--- config.mk ---
export PLATFORM = sky130hd
export DESIGN_NAME = sum_arbiter_flat
export DESIGN_NICKNAME = d
export VERILOG_FILES = /design/src/rtl/sum_arb_pkg.sv /design/src/rtl/sum_arbiter_if.sv /design/src/rtl/sum_arbiter_add_unit.sv /design/src/rtl/sum_arbiter.sv /design/src/flat_wrapper.sv
export SDC_FILE = /design/constraint.sdc
export NUM_CORES = 1
export LEC_CHECK = 0
export CAP_MARGIN = 20
export CORE_ASPECT_RATIO = 0.7
export CORE_MARGIN = 1.5
export CORE_UTILIZATION = 47
export CTS_BUF_LIST = sky130_fd_sc_hd__clkbuf_16
export CTS_CLUSTER_DIAMETER = 100
export DETAILED_ROUTE_END_ITERATION = 16
export PLACE_DENSITY = 0.82
export SLEW_MARGIN = 40
export SYNTH_ARGS = -nofsm -noshare
export SYNTH_HDL_FRONTEND = slang
export SYNTH_SLANG_ARGS = --single-unit
--- constraint.sdc ---
create_clock -name clk -period 2.85 [get_ports clk]
set_input_delay 0.285 -clock clk [delete_from_list [all_inputs] [get_ports clk]]
set_output_delay 0.285 -clock clk [all_outputs]
set_load 0.01 [all_outputs]
--- src/rtl/sum_arb_pkg.sv ---
// Shared types for the two-requester shared-adder arbiter.
// Holds the FSM state encoding, requester index type and round-robin pick.
package sum_arb_pkg;

  typedef enum logic [1:0] {
    IDLE = 2'd0,
    CALC = 2'd1,
    HOLD = 2'd2
  } state_t;

  typedef logic req_id_t;

  // Single valid wins; on a tie the requester that did not win last time goes.
  function automatic req_id_t pick_grant(input logic v0, input logic v1,
                                         input req_id_t last);
    if (v0 && v1) return ~last;
    else if (v1)  return 1'b1;
    else          return 1'b0;
  endfunction

endpackage

--- src/rtl/sum_arbiter_if.sv ---
// Requester, result and handshake bundle between the arbiter and its clients.
interface sum_arbiter_if #(
  parameter int WIDTH = 4
);
  logic             req0_valid;
  logic             req1_valid;
  logic [WIDTH-1:0] req0_a;
  logic [WIDTH-1:0] req0_b;
  logic [WIDTH-1:0] req1_a;
  logic [WIDTH-1:0] req1_b;
  logic             req0_ready;
  logic             req1_ready;
  logic             res_valid;
  logic [WIDTH-1:0] res_sum;
  logic             res_cout;
  logic             res_id;
  logic             res_ready;

  modport slave (
    input  req0_valid, req1_valid, req0_a, req0_b, req1_a, req1_b, res_ready,
    output req0_ready, req1_ready, res_valid, res_sum, res_cout, res_id
  );

  modport master (
    output req0_valid, req1_valid, req0_a, req0_b, req1_a, req1_b, res_ready,
    input  req0_ready, req1_ready, res_valid, res_sum, res_cout, res_id
  );
endinterface

--- src/rtl/sum_arbiter_add_unit.sv ---
// Ripple-carry adder built from a chain of 1-bit full-adder cells.
module fa_cell (
  input  logic a,
  input  logic b,
  input  logic ci,
  output logic s,
  output logic co
);
  assign s  = a ^ b ^ ci;
  assign co = (a & b) | (ci & (a ^ b));
endmodule

module add_unit #(
  parameter int WIDTH = 4
) (
  input  logic [WIDTH-1:0] a,
  input  logic [WIDTH-1:0] b,
  input  logic             cin,
  output logic [WIDTH-1:0] sum,
  output logic             cout
);
  logic [WIDTH:0] carry;

  assign carry[0] = cin;

  for (genvar i = 0; i < WIDTH; i++) begin : g_fa
    fa_cell u_fa (
      .a  (a[i]),
      .b  (b[i]),
      .ci (carry[i]),
      .s  (sum[i]),
      .co (carry[i+1])
    );
  end

  // Carry out of the most significant cell.
  assign cout = carry[WIDTH];
endmodule

--- src/rtl/sum_arbiter.sv ---
// Round-robin arbiter feeding two requesters into one shared adder.
// Accept in IDLE, add in CALC, hold the result in HOLD until consumed.
module sum_arbiter
  import sum_arb_pkg::*;
#(
  parameter int WIDTH = 4
) (
  input  logic          clk,
  input  logic          rst_n,
  sum_arbiter_if.slave  bus
);

  state_t           state;
  req_id_t          last_grant;
  req_id_t          grant_id;
  logic             accept;
  logic [WIDTH-1:0] grant_a;
  logic [WIDTH-1:0] grant_b;

  logic [WIDTH-1:0] op_a_p0;
  logic [WIDTH-1:0] op_b_p0;
  req_id_t          op_id_p0;

  logic [WIDTH-1:0] add_sum;
  logic             add_cout;

  logic             res_valid_p1;
  logic [WIDTH-1:0] res_sum_p1;
  logic             res_cout_p1;
  req_id_t          res_id_p1;

  assign grant_id = pick_grant(bus.req0_valid, bus.req1_valid, last_grant);
  assign accept   = rst_n && (state == IDLE) && (bus.req0_valid || bus.req1_valid);
  assign grant_a  = grant_id ? bus.req1_a : bus.req0_a;
  assign grant_b  = grant_id ? bus.req1_b : bus.req0_b;

  assign bus.req0_ready = accept && (grant_id == 1'b0);
  assign bus.req1_ready = accept && (grant_id == 1'b1);

  add_unit #(.WIDTH(WIDTH)) u_add (
    .a    (op_a_p0),
    .b    (op_b_p0),
    .cin  (1'b0),
    .sum  (add_sum),
    .cout (add_cout)
  );

  always_ff @(posedge clk) begin
    if (!rst_n) begin
      state        <= IDLE;
      last_grant   <= 1'b1;
      op_a_p0      <= '0;
      op_b_p0      <= '0;
      op_id_p0     <= 1'b0;
      res_valid_p1 <= 1'b0;
      res_sum_p1   <= '0;
      res_cout_p1  <= 1'b0;
      res_id_p1    <= 1'b0;
    end else begin
      case (state)
        // p0: capture the granted operand pair
        IDLE: begin
          if (accept) begin
            op_a_p0    <= grant_a;
            op_b_p0    <= grant_b;
            op_id_p0   <= grant_id;
            last_grant <= grant_id;
            state      <= CALC;
          end
        end
        // p1: register the shared adder output
        CALC: begin
          res_sum_p1   <= add_sum;
          res_cout_p1  <= add_cout;
          res_id_p1    <= op_id_p0;
          res_valid_p1 <= 1'b1;
          state        <= HOLD;
        end
        HOLD: begin
          if (bus.res_ready) begin
            res_valid_p1 <= 1'b0;
            state        <= IDLE;
          end
        end
        default: state <= IDLE;
      endcase
    end
  end

  assign bus.res_valid = res_valid_p1;
  assign bus.res_sum   = res_sum_p1;
  assign bus.res_cout  = res_cout_p1;
  assign bus.res_id    = res_id_p1;

endmodule

--- src/flat_wrapper.sv ---
// flat-port wrapper written by rule: the top's interface ports become plain ports
module sum_arbiter_flat import sum_arb_pkg::*;
#(
  parameter int WIDTH = 4
)
  (clk, rst_n, bus_req0_valid, bus_req1_valid, bus_req0_a, bus_req0_b, bus_req1_a, bus_req1_b, bus_res_ready, bus_req0_ready, bus_req1_ready, bus_res_valid, bus_res_sum, bus_res_cout, bus_res_id);
  sum_arbiter_if #(.WIDTH(WIDTH)) bus_i ();
  input  logic clk;
  input  logic rst_n;
  input wire logic [$bits(bus_i.req0_valid)-1:0] bus_req0_valid;
  input wire logic [$bits(bus_i.req1_valid)-1:0] bus_req1_valid;
  input wire logic [$bits(bus_i.req0_a)-1:0] bus_req0_a;
  input wire logic [$bits(bus_i.req0_b)-1:0] bus_req0_b;
  input wire logic [$bits(bus_i.req1_a)-1:0] bus_req1_a;
  input wire logic [$bits(bus_i.req1_b)-1:0] bus_req1_b;
  input wire logic [$bits(bus_i.res_ready)-1:0] bus_res_ready;
  output wire logic [$bits(bus_i.req0_ready)-1:0] bus_req0_ready;
  output wire logic [$bits(bus_i.req1_ready)-1:0] bus_req1_ready;
  output wire logic [$bits(bus_i.res_valid)-1:0] bus_res_valid;
  output wire logic [$bits(bus_i.res_sum)-1:0] bus_res_sum;
  output wire logic [$bits(bus_i.res_cout)-1:0] bus_res_cout;
  output wire logic [$bits(bus_i.res_id)-1:0] bus_res_id;
  assign bus_i.req0_valid = bus_req0_valid;
  assign bus_i.req1_valid = bus_req1_valid;
  assign bus_i.req0_a = bus_req0_a;
  assign bus_i.req0_b = bus_req0_b;
  assign bus_i.req1_a = bus_req1_a;
  assign bus_i.req1_b = bus_req1_b;
  assign bus_i.res_ready = bus_res_ready;
  assign bus_req0_ready = bus_i.req0_ready;
  assign bus_req1_ready = bus_i.req1_ready;
  assign bus_res_valid = bus_i.res_valid;
  assign bus_res_sum = bus_i.res_sum;
  assign bus_res_cout = bus_i.res_cout;
  assign bus_res_id = bus_i.res_id;
  sum_arbiter #(.WIDTH(WIDTH)) u_core (.clk(clk), .rst_n(rst_n), .bus(bus_i));
endmodule
==> impl_metrics.ini <==
[power]
pwr-share-comb_pct = 19.1
p_leak_nw = 0.499
pwr-share-clk_pct = 39.1
seqPwrFrac_pct = 41.8
p_total_mw = 0.734
intPower_mw = 0.554
sw_frac_of_total_pct = 24.6
net-switching-power_mw = 0.181
ir_drop_uv = 645
p_per_area_mw_per_mm2 = 582

[final_layout]
drive_gt1_share_pct = 8.73
layout.cells.non_filler = 147
diodes = 0
area_delta_synth_final_pct = 43.2
nFillCells = 138
final_cell_area_mm2 = 0.00126
fin_nets = 152

[clocking]
numCtsBuffers = 3
cts_hold_buffers = 0
cts_resized = 0
cts_setup_buffers = 0
cts_tree = done
clock-sinks = 19
clk_path_buf_depth = 2
cts_root_buf = clkbuf_16
path_clk_slew_ns = 0.05
htreeDepth = 1
insertion_delay_ns = 0.25

[global_route]
grt_start_max_net_pins = 17
grt-ovfl-total = 0
antenna_found_initial = 0
grt_pass1_vias = 715
grt_usage_pct = 22.7
grt_pass1_wl_um = 3260

[worst_hold_path]
min_path_type = register to register
min_from = u_core.bus.res_valid
min_path_cells = 2
holdPathEnd = u_core.bus.res_valid

[setup_path]
crit_path_end_kind = output port
regToRegEndpoint = u_core.bus.res_sum[3]
path_class = input port to output port
ff2ff_path_depth = 6
worstPathRequired_ns = 2.57
cp_max_fo = 8
start_kind = input port
worstPathArrival_ns = 2.04
r2r-start = u_core.op_b_p0[0]
ff2ff_setup_slack_ns = 0.81

[sta]
setup_viol = 0
tns_ns = 0
finalCritPeriodShare_pct = 81.6
slew_viol_final = 0
rsz0062_at_grt = false
fmax_ghz = 0.430
hold_ws_ns = 0.497
worst_pin_slew_ns = 0.721
period_minus_slack_ns = 2.33
max_slew_margin_pct = 51.8
clock_skew_ns = 0.00202
hold_viol = 0

[logic_synthesis]
synth.most_common_cell = dfxtp_1
synth_commonest_cells = 19 x dfxtp_1, 14 x nand2_1, 10 x nor2_1
yosys.area_share.simple_pct = 17.2
avgSynthCellArea_um2 = 9.18
syn_nets = 121
synth_top_family_by_area = compound AO/OA/AOI/OAI gates
yosysSeqAreaShare_pct = 43.2
netlist.area_leader.share_pct = 43.2
yosysUniqueCellTypes = 25
synth-compound-area-share_pct = 21.2
synth_ff_type = dfxtp_1
synth_xor_area_share_pct = 0
synth_edf_count = 0
yosysWarnings = 0
syn_area_um2 = 881
ys_seq_elements = 19
ys_async_sr_fraction_pct = 0
netlist_top_cells_area = dfxtp_1 43%, fa_1 6.8%, nand2_1 6.0%
synth_fa_ha_area_share_pct = 8.24
synthCells = 96
synth.area.mux_share_pct = 4.55
yosysTopAreaCell = dfxtp_1

[status]
status = finished, final reports clean

[detailed_routing]
num_vias = 757
route.detailed.drc = 0
ant_nets = 0
first_pass_iters = 4
drt-total-wl_um = 1950
drt_iter0_drc = 15
wire_per_inst_um = 13.3
routed_via_density = 5.15

[floorplanning]
start_util_pct = 52.9
core_area_mm2 = 0.00167
die_w_um = 54.7
std_cell_rows = 12
die_h_um = 39.2
die_area_mm2 = 0.00215
io_pins = 30

[place]
io_buffers = 29
dpl.cell_count = 143
hpwl_um = 1430
placedInstanceArea_mm2 = 0.00118
place_congestion = 0.804

[flow_run]
drv_cap = 0
## cell usage in the layout (no fill, tap or decap), types with 2 or more instances in the layout
| cell | count |
|---|---|
| fa_1 | 3 |
| o21ai_0 | 4 |
| nand2_1 | 14 |
| a211oi_1 | 4 |
| nor2_1 | 10 |
| a311oi_1 | 6 |
| mux2i_1 | 4 |
| clkbuf_16 | 3 |
| nand3_1 | 2 |
| clkdlybuf4s50_1 | 29 |
| a221oi_1 | 2 |
| a21oi_1 | 9 |
| dfxtp_1 | 19 |
| inv_1 | 6 |
## critical path: stages
cell and delay [ns]:
clkdlybuf4s50_1 0.53, nor3b_4 0.42, nand3_1 0.19, inv_1 0.08
clkdlybuf4s50_1 0.53
## power by group through the flow
stage	Clock, mW	Combinational, mW	Sequential, mW
floorplan	0	0.0759	0.312
global placement	0	0.137	0.313
detailed placement	0	0.140	0.313
CTS	0.293	0.141	0.307
global route	0.302	0.157	0.311
finish	0.287	0.140	0.307
## cell families (layout without fill, tap and decap cells)
group | after synthesis | after routing
AO/OA/AOI/OAI | 27 | 27
adder cells (fa/ha/maj) | 4 | 4
buffers and inverters | 11 | 41
flip-flops | 19 | 19
multiplexers | 4 | 4
AND/OR/NAND/NOR | 31 | 31
## layout make-up
| type | instances | area, um^2 | share of cell area, % |
|---|---|---|---|
| clock inverters | 1 | 5.00 | 0.397 |
| inverters | 7 | 26.3 | 2.08 |
| repair buffers | 30 | 298 | 23.6 |
| clock buffers | 3 | 75.1 | 5.95 |
| well taps | 21 | 26.3 | 2.08 |
| flip-flops and latches | 19 | 380 | 30.2 |
| multi-input cells | 66 | 450 | 35.7 |
## per-stage QoR
step | setup WS, ns | utilization [%]
floorplan | 0.915 | -
global placement | 0.571 | 70.9
detailed placement | 0.528 | 70.9
CTS | 0.508 | 75.7
global route | 0.392 | 75.7
finish | 0.524 | 75.7
## sequential cells by signal, summed over array words and instances, names as in the netlist
signal	cells
u_core.bus.res_sum	4
u_core.op_b_p0	4
u_core.last_grant	1
u_core.op_a_p0	4
u_core.bus.res_id	1
u_core.bus.res_cout	1
u_core.state	2
u_core.op_id_p0	1
u_core.bus.res_valid	1
## how the worst max path moves through the flow
| stage | start | slack [ns] | depth (start not counted) | to |
|---|---|---|---|---|
| 2_1_floorplan | u_core.op_b_p0[0] | 0.92 | 6 | u_core.bus.res_sum[3] |
| 3_3_place_gp | rst_n | 0.57 | 5 | bus_req1_ready |
| 3_5_place_dp | rst_n | 0.53 | 5 | bus_req1_ready |
| 4_1_cts | rst_n | 0.51 | 5 | bus_req1_ready |
| 5_1_grt | rst_n | 0.39 | 5 | bus_req1_ready |
| 6_report | rst_n | 0.52 | 5 | bus_req1_ready |
## per-layer routing
layer	GRT usage [%]	share of wire [%]	vias up
met1	29.5	50	339
met5	0	0	-
met4	5.63	0.72	0
met2	34.5	44	20
met3	9.30	4.9	4
li1	-	-	394
Note: power is estimated with default switching activity, not from simulation.
